===== config.mk =====
export PLATFORM = sky130hd
export DESIGN_NAME = player_action_ctrl
export DESIGN_NICKNAME = d
export VERILOG_FILES = /design/src/rtl/player_action_pkg.sv /design/src/rtl/player_action_chan.sv /design/src/rtl/player_action_ctrl.sv
export SDC_FILE = /design/constraint.sdc
export NUM_CORES = 1
export LEC_CHECK = 0
export CAP_MARGIN = 20
export CORE_ASPECT_RATIO = 0.75
export CORE_MARGIN = 2
export CORE_UTILIZATION = 37
export DETAILED_ROUTE_END_ITERATION = 10
export GPL_ROUTABILITY_DRIVEN = 0
export SETUP_SLACK_MARGIN = 0.4
export SYNTH_ARGS = -nofsm -noshare
export SYNTH_HDL_FRONTEND = slang
export SYNTH_SLANG_ARGS = --single-unit
export TNS_END_PERCENT = 5

===== constraint.sdc =====
create_clock -name clk -period 2.1 [get_ports clk]
set_input_delay 0.42 -clock clk [delete_from_list [all_inputs] [get_ports clk]]
set_output_delay 0.42 -clock clk [all_outputs]
set_load 0.01 [all_outputs]

===== src/rtl/player_action_pkg.sv =====
// Shared types and constants for the per-player action controller.
package player_action_pkg;

  typedef enum logic [2:0] {
    ACT_STAND       = 3'd0,
    ACT_JUMP        = 3'd1,
    ACT_DOUBLE_JUMP = 3'd2,
    ACT_RUN         = 3'd3,
    ACT_SPRINT      = 3'd4
  } action_e;

  localparam int unsigned BTN_X = 2;
  localparam int unsigned BTN_Y = 1;
  localparam int unsigned BTN_B = 0;

  function automatic int unsigned max_u(input int unsigned a, input int unsigned b);
    return (a > b) ? a : b;
  endfunction

endpackage


===== src/rtl/player_action_chan.sv =====
// One player's action FSM with button edge detection and airtime/run counters.
// Sprint promotion is built only when PLAYER_ACTION_SPRINT_EN is defined.
module player_action_chan
  import player_action_pkg::*;
#(
  parameter int unsigned JUMP_CYCLES   = 8,
  parameter int unsigned DJ_WINDOW     = 4,
  parameter int unsigned SPRINT_CYCLES = 16
) (
  input  logic       clk,
  input  logic       reset,
  input  logic [2:0] buttons,
  output logic [2:0] action,
  output logic       airborne
);

  localparam int unsigned CW = $clog2(max_u(JUMP_CYCLES, SPRINT_CYCLES) + 1);

  action_e       state_q, state_d;
  logic [CW-1:0] air_q, air_d;
  logic          prev_x, prev_b;
  logic          x_edge, b_edge, y_lvl;
`ifdef PLAYER_ACTION_SPRINT_EN
  logic [CW-1:0] run_q, run_d;
`endif

  assign x_edge = buttons[BTN_X] & ~prev_x;
  assign b_edge = buttons[BTN_B] & ~prev_b;
  assign y_lvl  = buttons[BTN_Y];

  always_ff @(posedge clk or negedge reset) begin
    if (!reset) begin
      state_q <= ACT_STAND;
      air_q   <= '0;
      prev_x  <= 1'b0;
      prev_b  <= 1'b0;
`ifdef PLAYER_ACTION_SPRINT_EN
      run_q   <= '0;
`endif
    end else begin
      state_q <= state_d;
      air_q   <= air_d;
      prev_x  <= buttons[BTN_X];
      prev_b  <= buttons[BTN_B];
`ifdef PLAYER_ACTION_SPRINT_EN
      run_q   <= run_d;
`endif
    end
  end

  always_comb begin
    state_d = state_q;
    air_d   = air_q;
`ifdef PLAYER_ACTION_SPRINT_EN
    run_d   = run_q;
`endif
    case (state_q)
      ACT_STAND: begin
        if (x_edge) begin
          state_d = ACT_JUMP;
          air_d   = '0;
        end else if (y_lvl) begin
          state_d = ACT_RUN;
`ifdef PLAYER_ACTION_SPRINT_EN
          run_d   = '0;
`endif
        end
      end
      ACT_RUN: begin
        if (x_edge) begin
          state_d = ACT_JUMP;
          air_d   = '0;
        end else if (!y_lvl) begin
          state_d = ACT_STAND;
`ifdef PLAYER_ACTION_SPRINT_EN
        end else if (run_q == CW'(SPRINT_CYCLES - 1)) begin
          state_d = ACT_SPRINT;
        end else if (run_q != '1) begin
          run_d = run_q + CW'(1);
`endif
        end
      end
`ifdef PLAYER_ACTION_SPRINT_EN
      ACT_SPRINT: begin
        if (x_edge) begin
          state_d = ACT_JUMP;
          air_d   = '0;
        end else if (!y_lvl) begin
          state_d = ACT_STAND;
        end
      end
`endif
      ACT_JUMP, ACT_DOUBLE_JUMP: begin
        // Landing wins over a same-cycle double-jump request.
        if (air_q == CW'(JUMP_CYCLES - 1)) begin
          state_d = y_lvl ? ACT_RUN : ACT_STAND;
          air_d   = '0;
`ifdef PLAYER_ACTION_SPRINT_EN
          run_d   = '0;
`endif
        end else if (state_q == ACT_JUMP && b_edge && air_q < CW'(DJ_WINDOW)) begin
          state_d = ACT_DOUBLE_JUMP;
          air_d   = '0;
        end else if (air_q != '1) begin
          air_d = air_q + CW'(1);
        end
      end
      default: state_d = ACT_STAND;
    endcase
  end

  assign action   = state_q;
  assign airborne = (state_q == ACT_JUMP) || (state_q == ACT_DOUBLE_JUMP);

endmodule


===== src/rtl/player_action_ctrl.sv =====
// Multi-player action controller: one independent player_action_chan per player.
// Define PLAYER_ACTION_SPRINT_EN to enable RUN -> SPRINT promotion.
module player_action_ctrl
  import player_action_pkg::*;
#(
  parameter int unsigned N_PLAYERS     = 2,
  parameter int unsigned JUMP_CYCLES   = 8,
  parameter int unsigned DJ_WINDOW     = 4,
  parameter int unsigned SPRINT_CYCLES = 16
) (
  input  logic                   clk,
  input  logic                   reset,
  input  logic [3*N_PLAYERS-1:0] buttons,
  output logic [3*N_PLAYERS-1:0] action,
  output logic [N_PLAYERS-1:0]   airborne
);

  for (genvar p = 0; p < N_PLAYERS; p++) begin : g_chan
    player_action_chan #(
      .JUMP_CYCLES  (JUMP_CYCLES),
      .DJ_WINDOW    (DJ_WINDOW),
      .SPRINT_CYCLES(SPRINT_CYCLES)
    ) u_chan (
      .clk     (clk),
      .reset   (reset),
      .buttons (buttons[3*p +: 3]),
      .action  (action[3*p +: 3]),
      .airborne(airborne[p])
    );
  end

endmodule


==> summary.txt, run 1 <==
Run status
  • Status: completed

Yosys
  • Area contributors post-synth: dfrtp_1 (40%), ha_1 (11%), mux2i_1 (4.4%)
  • Post-synth EDFFs: 0
  • Mapped cell area: 1127 sq um
  • Gate count after technology mapping: 104
  • Top_reg_cell synth: dfrtp_1
  • Flops & latches, synth: 18
  • Average instance area after synthesis: 10.84 sq um
  • Post-synthesis async set-or-reset flop share: 100.0%
  • Register area share after synthesis: 39.96%
  • Synth cell types: 37
  • Yosys top cell area share: 39.96%
  • Synth top cells by count: dfrtp_1 (18), ha_1 (10), inv_1 (10), nand2_1 (10), mux2i_1 (5)
  • Most frequent cell after synthesis: dfrtp_1
  • Area leader, netlist: dfrtp_1
  • Yosys warning count: 0

GRT
  • Vias in the first global route: 797
  • Global route overflow: 0
  • First-pass GRT wire length: 3657 um
  • Initial antenna violation count: 0
  • Tot GR Track Use: 14.13%
  • Largest net degree at the start of global routing: 19

Power and ir drop
  • Worst vdd ir: 0.3757 mV
  • Leak Pwr: 0.6616 nW
  • Pwr/cell area: 1495 nW/um^2
  • Final Power: 2.164 mW

Final layout
  • Ant. Diodes: 0
  • Final #Nets: 146
  • Non-filler cells in the finished layout: 165
  • Area Growth Syn to Fin: 28.41%
  • Layout cells sized above 1: 23.62%
  • Fill count: 248

Route
  • DRC: 0
  • Initial drt markers: 44
  • Vias: 876
  • Via density: 5.309
  • DR WL/cell: 13.05 um
  • Post-DRT Antenna Nets: 0
  • Final WL: 2154 um
  • TritonRoute pass-1 iters: 4

Floorplan
  • Die width: 67.74 um
  • Site Rows: 17
  • Die height: 51.81 um
  • DIE AREA: 3509 sq um
  • Core area: 2914 sq um
  • Top-Level Pins: 16
  • Initial Utilization: 38.69%

Run
  • Maxcap violations: 0

Clock network
  • Sinks on Clock Net: 18
  • H-tree depth: 1
  • CTS Buf Count: 3
  • # hold bufs at CTS: 0
  • Clk_lat worst skew: 0.25 ns
  • CTS tree: done
  • Clk buf depth: 2
  • Root Driver: clkbuf_8
  • Worst-path clk slew: 0.07 ns

Worst setup path
  • CP max-delay cell: clkdlybuf4s50_1
  • Crit path max-delay family: buffers and inverters
  • CP bufs+invs: 1
  • Req. time, crit path: 2.24 ns
  • Crit end category: flop
  • Critical Path Stages: 5
  • CP Cell Sequence: clkdlybuf4s50_1, nand4bb_4, a211oi_4, o22ai_2, mux2_4
  • Max stage delay on crit path: 0.56 ns
  • Critical Path Start Type: primary input
  • Setup CP Type: in2reg
  • Crit path DAT: 1.91 ns
  • Critical path peak fanout: 5
  • R2R cell count: 6

Timing
  • Period Utilization, post-route: 83.98%
  • RSZ-0062 raised after global routing: true
  • Slew Limit Fails: 0
  • Fin Setup TNS: 0 ns
  • Setup violators final: 0
  • Tmin final: 1.764 ns
  • Clock Skew: 0.003342 ns
  • Max Clk Rate: 0.5671 GHz
  • Hold Violations, Final: 0

Place
  • HPWL Detailed: 1536 um
  • Port bufs: 13
  • Inst Count DP: 154

Min path
  • Worst min-delay path class: in2async
[worst register-to-register path, stage by stage, from the launching register on]
cell and delay (ns):
dfrtp_1 0.40, buf_6 0.13, ha_4 0.14, and4bb_1 0.21
o21a_1 0.22, o22a_2 0.25, mux2_4 0.30
[kinds of logic after synthesis]
logic type / count (synthesis) / synth area share (%)
buffers and inverters: 14 / 5.994
adders and majority gates: 10 / 11.10
and+or+nand+nor: 30 / 16.32
AOI/OAI and AO/OA: 22 / 17.20
other: 1 / 0.3326
muxes: 9 / 9.101
DFF: 18 / 39.96
[flip-flops by register name, indices dropped and copies added, names as in the netlist]
register and flops:
g_chan.u_chan.action 4, g_chan.u_chan.air_q 10, g_chan.u_chan.prev_b 2, g_chan.u_chan.prev_x 2
[cell usage in the layout, fill, tap and decap left out, types with 2 or more instances in the layout]
| master | count |
|---|---|
| nand2_1 | 10 |
| mux2_4 | 2 |
| and3_1 | 2 |
| clkdlybuf4s15_1 | 2 |
| o22ai_2 | 2 |
| nor2b_1 | 2 |
| inv_1 | 9 |
| dfrtp_1 | 17 |
| a21oi_1 | 3 |
| clkbuf_8 | 4 |
| mux2_2 | 2 |
| nor2_1 | 3 |
| nor4_1 | 3 |
| o22ai_1 | 2 |
| a22o_1 | 4 |
| mux2i_1 | 5 |
| ha_4 | 3 |
| clkdlybuf4s50_1 | 10 |
| conb_1 | 2 |
| nand3_1 | 2 |
| buf_4 | 8 |
| ha_1 | 7 |
[report_power, final]
group	total, mW	leakage [nW]	internal [mW]	switching (mW)
clock	0.283	0.0288	0.167	0.117
sequential	0.612	0.219	0.477	0.136
combinational	1.27	0.414	0.689	0.580
[final timing paths]
check | start | endpoint | slack [ns]
hold / removal | reset | g_chan[1].u_chan.prev_x | 0.48
hold reg to reg | g_chan[1].u_chan.air_q[1] | g_chan[1].u_chan.air_q[1] | 0.53
max in group asynchronous | reset | g_chan[0].u_chan.action[0] | 1.40
setup reg to reg | g_chan[1].u_chan.action[0] | g_chan[1].u_chan.action[0] | 0.34
min in group clk | g_chan[1].u_chan.air_q[1] | g_chan[1].u_chan.air_q[1] | 0.53
setup / recovery | buttons[0] | g_chan[0].u_chan.action[1] | 0.34
[cell type report]
| type | instances | area [sq um] | area share (%) |
|---|---|---|---|
| Tap cell | 38 | 47.55 | 3.284 |
| Inverter | 10 | 37.54 | 2.593 |
| Sequential cell | 18 | 451.7 | 31.20 |
| Timing Repair Buffer | 22 | 200.2 | 13.83 |
| Multi-Input combinational cell | 73 | 655.6 | 45.29 |
| Clock buffer | 4 | 55.05 | 3.803 |
[per-layer routing]
layer  vias up  GRT usage (%)  routed length [um]
met4         0          3.061                  14
met3         2          6.061                 118
met1       436          20.03                1105
met2        16          19.77                 915
met5         -              0                   0
li1        422              -                   -
[per-stage QoR]
stage	area (sq um)	setup slack (ns)	hold WS [ns]	util, %
after floorplan	1131	0.4187	0.1244	-
after global placement	1294	0.09749	0.5114	44.40
after detailed placement	1294	0.07243	0.5115	44.40
after CTS	1418	0.3093	0.4929	48.65
after global routing	1448	0.2871	0.5203	49.68
final	1448	0.3365	0.4849	49.68
[what timing repair did]
item	in CTS	in global routing
pin swaps	4	3
cloned	0	0
setup endpoints to repair	10	15
buffers inserted	4	3
resized for setup	12	3
Power figures use the tool's default switching activity.
==> inputs of run 2 (changes only) <==
Clock period 2.1 ns to 1.72 ns, I/O delays scaled along.
==> run 2 against run 1 <==
- the flow now finishes with violations (negative setup slack)
- sequential cell count unchanged
- register-to-register slack lost 0.37 ns
- setup slack worse by 0.37 ns
- cell area up 8.7%
- first-iteration DRC count fell by 59%
- global-route usage grew 1.0 points
- count of clock-buffer cells in the layout unchanged
- largest power group unchanged
==> summary.txt, run 2 (same netlist as run 1, synthesis figures left out) <==
Worst setup path
  • CP startpoint: g_chan[1].u_chan.action[0]
  • R2R cell count: 6 (unchanged)
  • Critical R2R Launch: g_chan[1].u_chan.action[0]
  • Critical Path Start Type: flop
  • Reg2reg end: g_chan[1].u_chan.action[0]
  • Req. time, crit path: 1.86 ns (-0.38 ns)
  • Critical path peak fanout: 4 (-1)
  • Crit end category: flop
  • R2R setup slack: -0.03 ns (-0.37 ns)
  • Crit path DAT: 1.89 ns (-0.02 ns)
  • Setup CP Type: reg2reg

Timing
  • Hold Violations, Final: 0 (unchanged)
  • Final Worst Setup Slack: -0.02952 ns (-0.3660 ns)
  • Period Utilization, post-route: 101.7%
  • Slew Limit Fails: 0 (unchanged)
  • Tmin final: 1.750 ns
  • Max Clk Rate: 0.5716 GHz
  • Clock Skew: 0.0008583 ns (-0.002483 ns)
  • Setup violators final: 1 (+1)
  • RSZ-0062 raised after global routing: true

Final layout
  • Final #Nets: 158 (+8.2%)
  • Largest Register: g_chan.u_chan.air_q
  • Fill count: 253 (+2.0%)
  • Area Growth Syn to Fin: 39.62%
  • Layout cells sized above 1: 40.29% (+17 points)
  • Ant. Diodes: 0 (unchanged)
  • Non-filler cells in the finished layout: 177 (+7.3%)
  • Util after Layout: 54.01% (+4.3 points)
  • Most frequent cells in the layout: dfrtp_1 (18), buf_4 (18), nand2_1 (9)
  • Largest register FFs: 10 (unchanged)

Place
  • Inst Count DP: 164 (+6.5%)
  • HPWL Detailed: 1645 um (+7.1%)
  • Place WS: -0.2031 ns (-0.2756 ns)
  • Port bufs: 13 (unchanged)

Clock network
  • CTS Buf Count: 3 (unchanged)
  • Root Driver: clkbuf_8
  • Sinks on Clock Net: 18 (unchanged)
  • Worst-path clk slew: 0.06 ns (about the same)
  • H-tree depth: 1 (unchanged)
  • CTS tree: done
  • # hold bufs at CTS: 0 (unchanged)
  • Clk_lat worst skew: 0.25 ns (about the same)
  • Clk buf depth: 2 (unchanged)

Run status
  • Status: complete, but fails checks
  • Violated checks: negative setup slack

Min path
  • Worst min-delay path class: in2async

Power and ir drop
  • Pwr/cell area: 1868 nW/um^2 (+25%)
  • Worst vdd ir: 0.7282 mV (+94%)
  • Leak Pwr: 0.7272 nW (+9.9%)
  • Final Power: 2.940 mW (+36%)

Route
  • Via density: 5.056 (-4.8%)
  • Vias: 895 (+2.2%)
  • TritonRoute pass-1 iters: 4 (unchanged)
  • Initial drt markers: 18 (-59%)
  • DR WL/cell: 12.64 um (-3.2%)
  • DRC: 0 (unchanged)
  • Final WL: 2237 um (+3.9%)
  • Post-DRT Antenna Nets: 0 (unchanged)

Run
  • Maxcap violations: 0 (unchanged)

Floorplan
  • Die height: 51.81 um (unchanged)
  • Site Rows: 17 (unchanged)
  • DIE AREA: 3509 sq um (unchanged)
  • Die width: 67.74 um (unchanged)
  • Core area: 2914 sq um (unchanged)
  • Top-Level Pins: 16 (unchanged)
  • Initial Utilization: 38.69% (unchanged)

GRT
  • Initial antenna violation count: 0 (unchanged)
  • First-pass GRT wire length: 3953 um (+8.1%)
  • Global route overflow: 0 (unchanged)
  • Largest net degree at the start of global routing: 19 (unchanged)
  • Tot GR Track Use: 15.14% (+1.0 points)
  • Vias in the first global route: 904 (+13%)
[run 2: worst max path at each step]
stage,end,slack [ns]
global placement,g_chan[0].u_chan.air_q[3],-0.18
CTS,g_chan[1].u_chan.action[0],-0.04
finish,g_chan[1].u_chan.action[0],-0.03
floorplan,g_chan[1].u_chan.action[0],0.04
detailed placement,g_chan[0].u_chan.air_q[3],-0.20
global route,g_chan[1].u_chan.action[0],-0.08
[run 2: cell type report]
cell class / count / area, sq um / area share [%]
clock buffers: 4 / 55.05 / 3.498
inverters: 10 / 37.54 / 2.385
multi-input cells: 73 / 695.7 / 44.20
flip-flops and latches: 18 / 450.4 / 28.62
well taps: 38 / 47.55 / 3.021
repair buffers: 34 / 287.8 / 18.28
[run 2: repair_timing]
item / CTS / global route
pin swaps: 14 / 5
setup buffers: 5 / 4
endpoints found under the setup margin: 20 / 17
gates resized for setup: 43 / 5
[run 2: power breakdown]
part           switching [mW]  internal, mW  total, mW
Sequential              0.153         0.580      0.734
Clock                   0.132         0.203      0.335
Combinational           0.815          1.06       1.87
Total                    1.10          1.84       2.94
[run 2: stage by stage]
stage	hold WS, ns	TNS [ns]	area [sq um]
floorplan	0.04841	0	1131
global placement	0.5125	-1.653	1369
detailed placement	0.5197	-1.826	1369
CTS	0.4283	-0.04291	1529
global route	0.4577	-0.3776	1574
finish	0.4185	-0.02952	1574
[run 2: worst max-delay path, stage by stage, from the launching register on]
cell      delay, ns
dfrtp_1        0.39
buf_6          0.13
ha_4           0.14
and4bb_1       0.22
o21a_1         0.22
o22a_2         0.25
mux2_4         0.29
[run 2: layer usage]
| layer | wire length (um) | vias to the layer above | GRT usage, % |
|---|---|---|---|
| met5 | 0 | - | 0 |
| met4 | 0 | 0 | 2.041 |
| met3 | 82 | 0 | 4.545 |
| met1 | 1150 | 437 | 20.71 |
| li1 | - | 447 | - |
| met2 | 1004 | 11 | 24.18 |
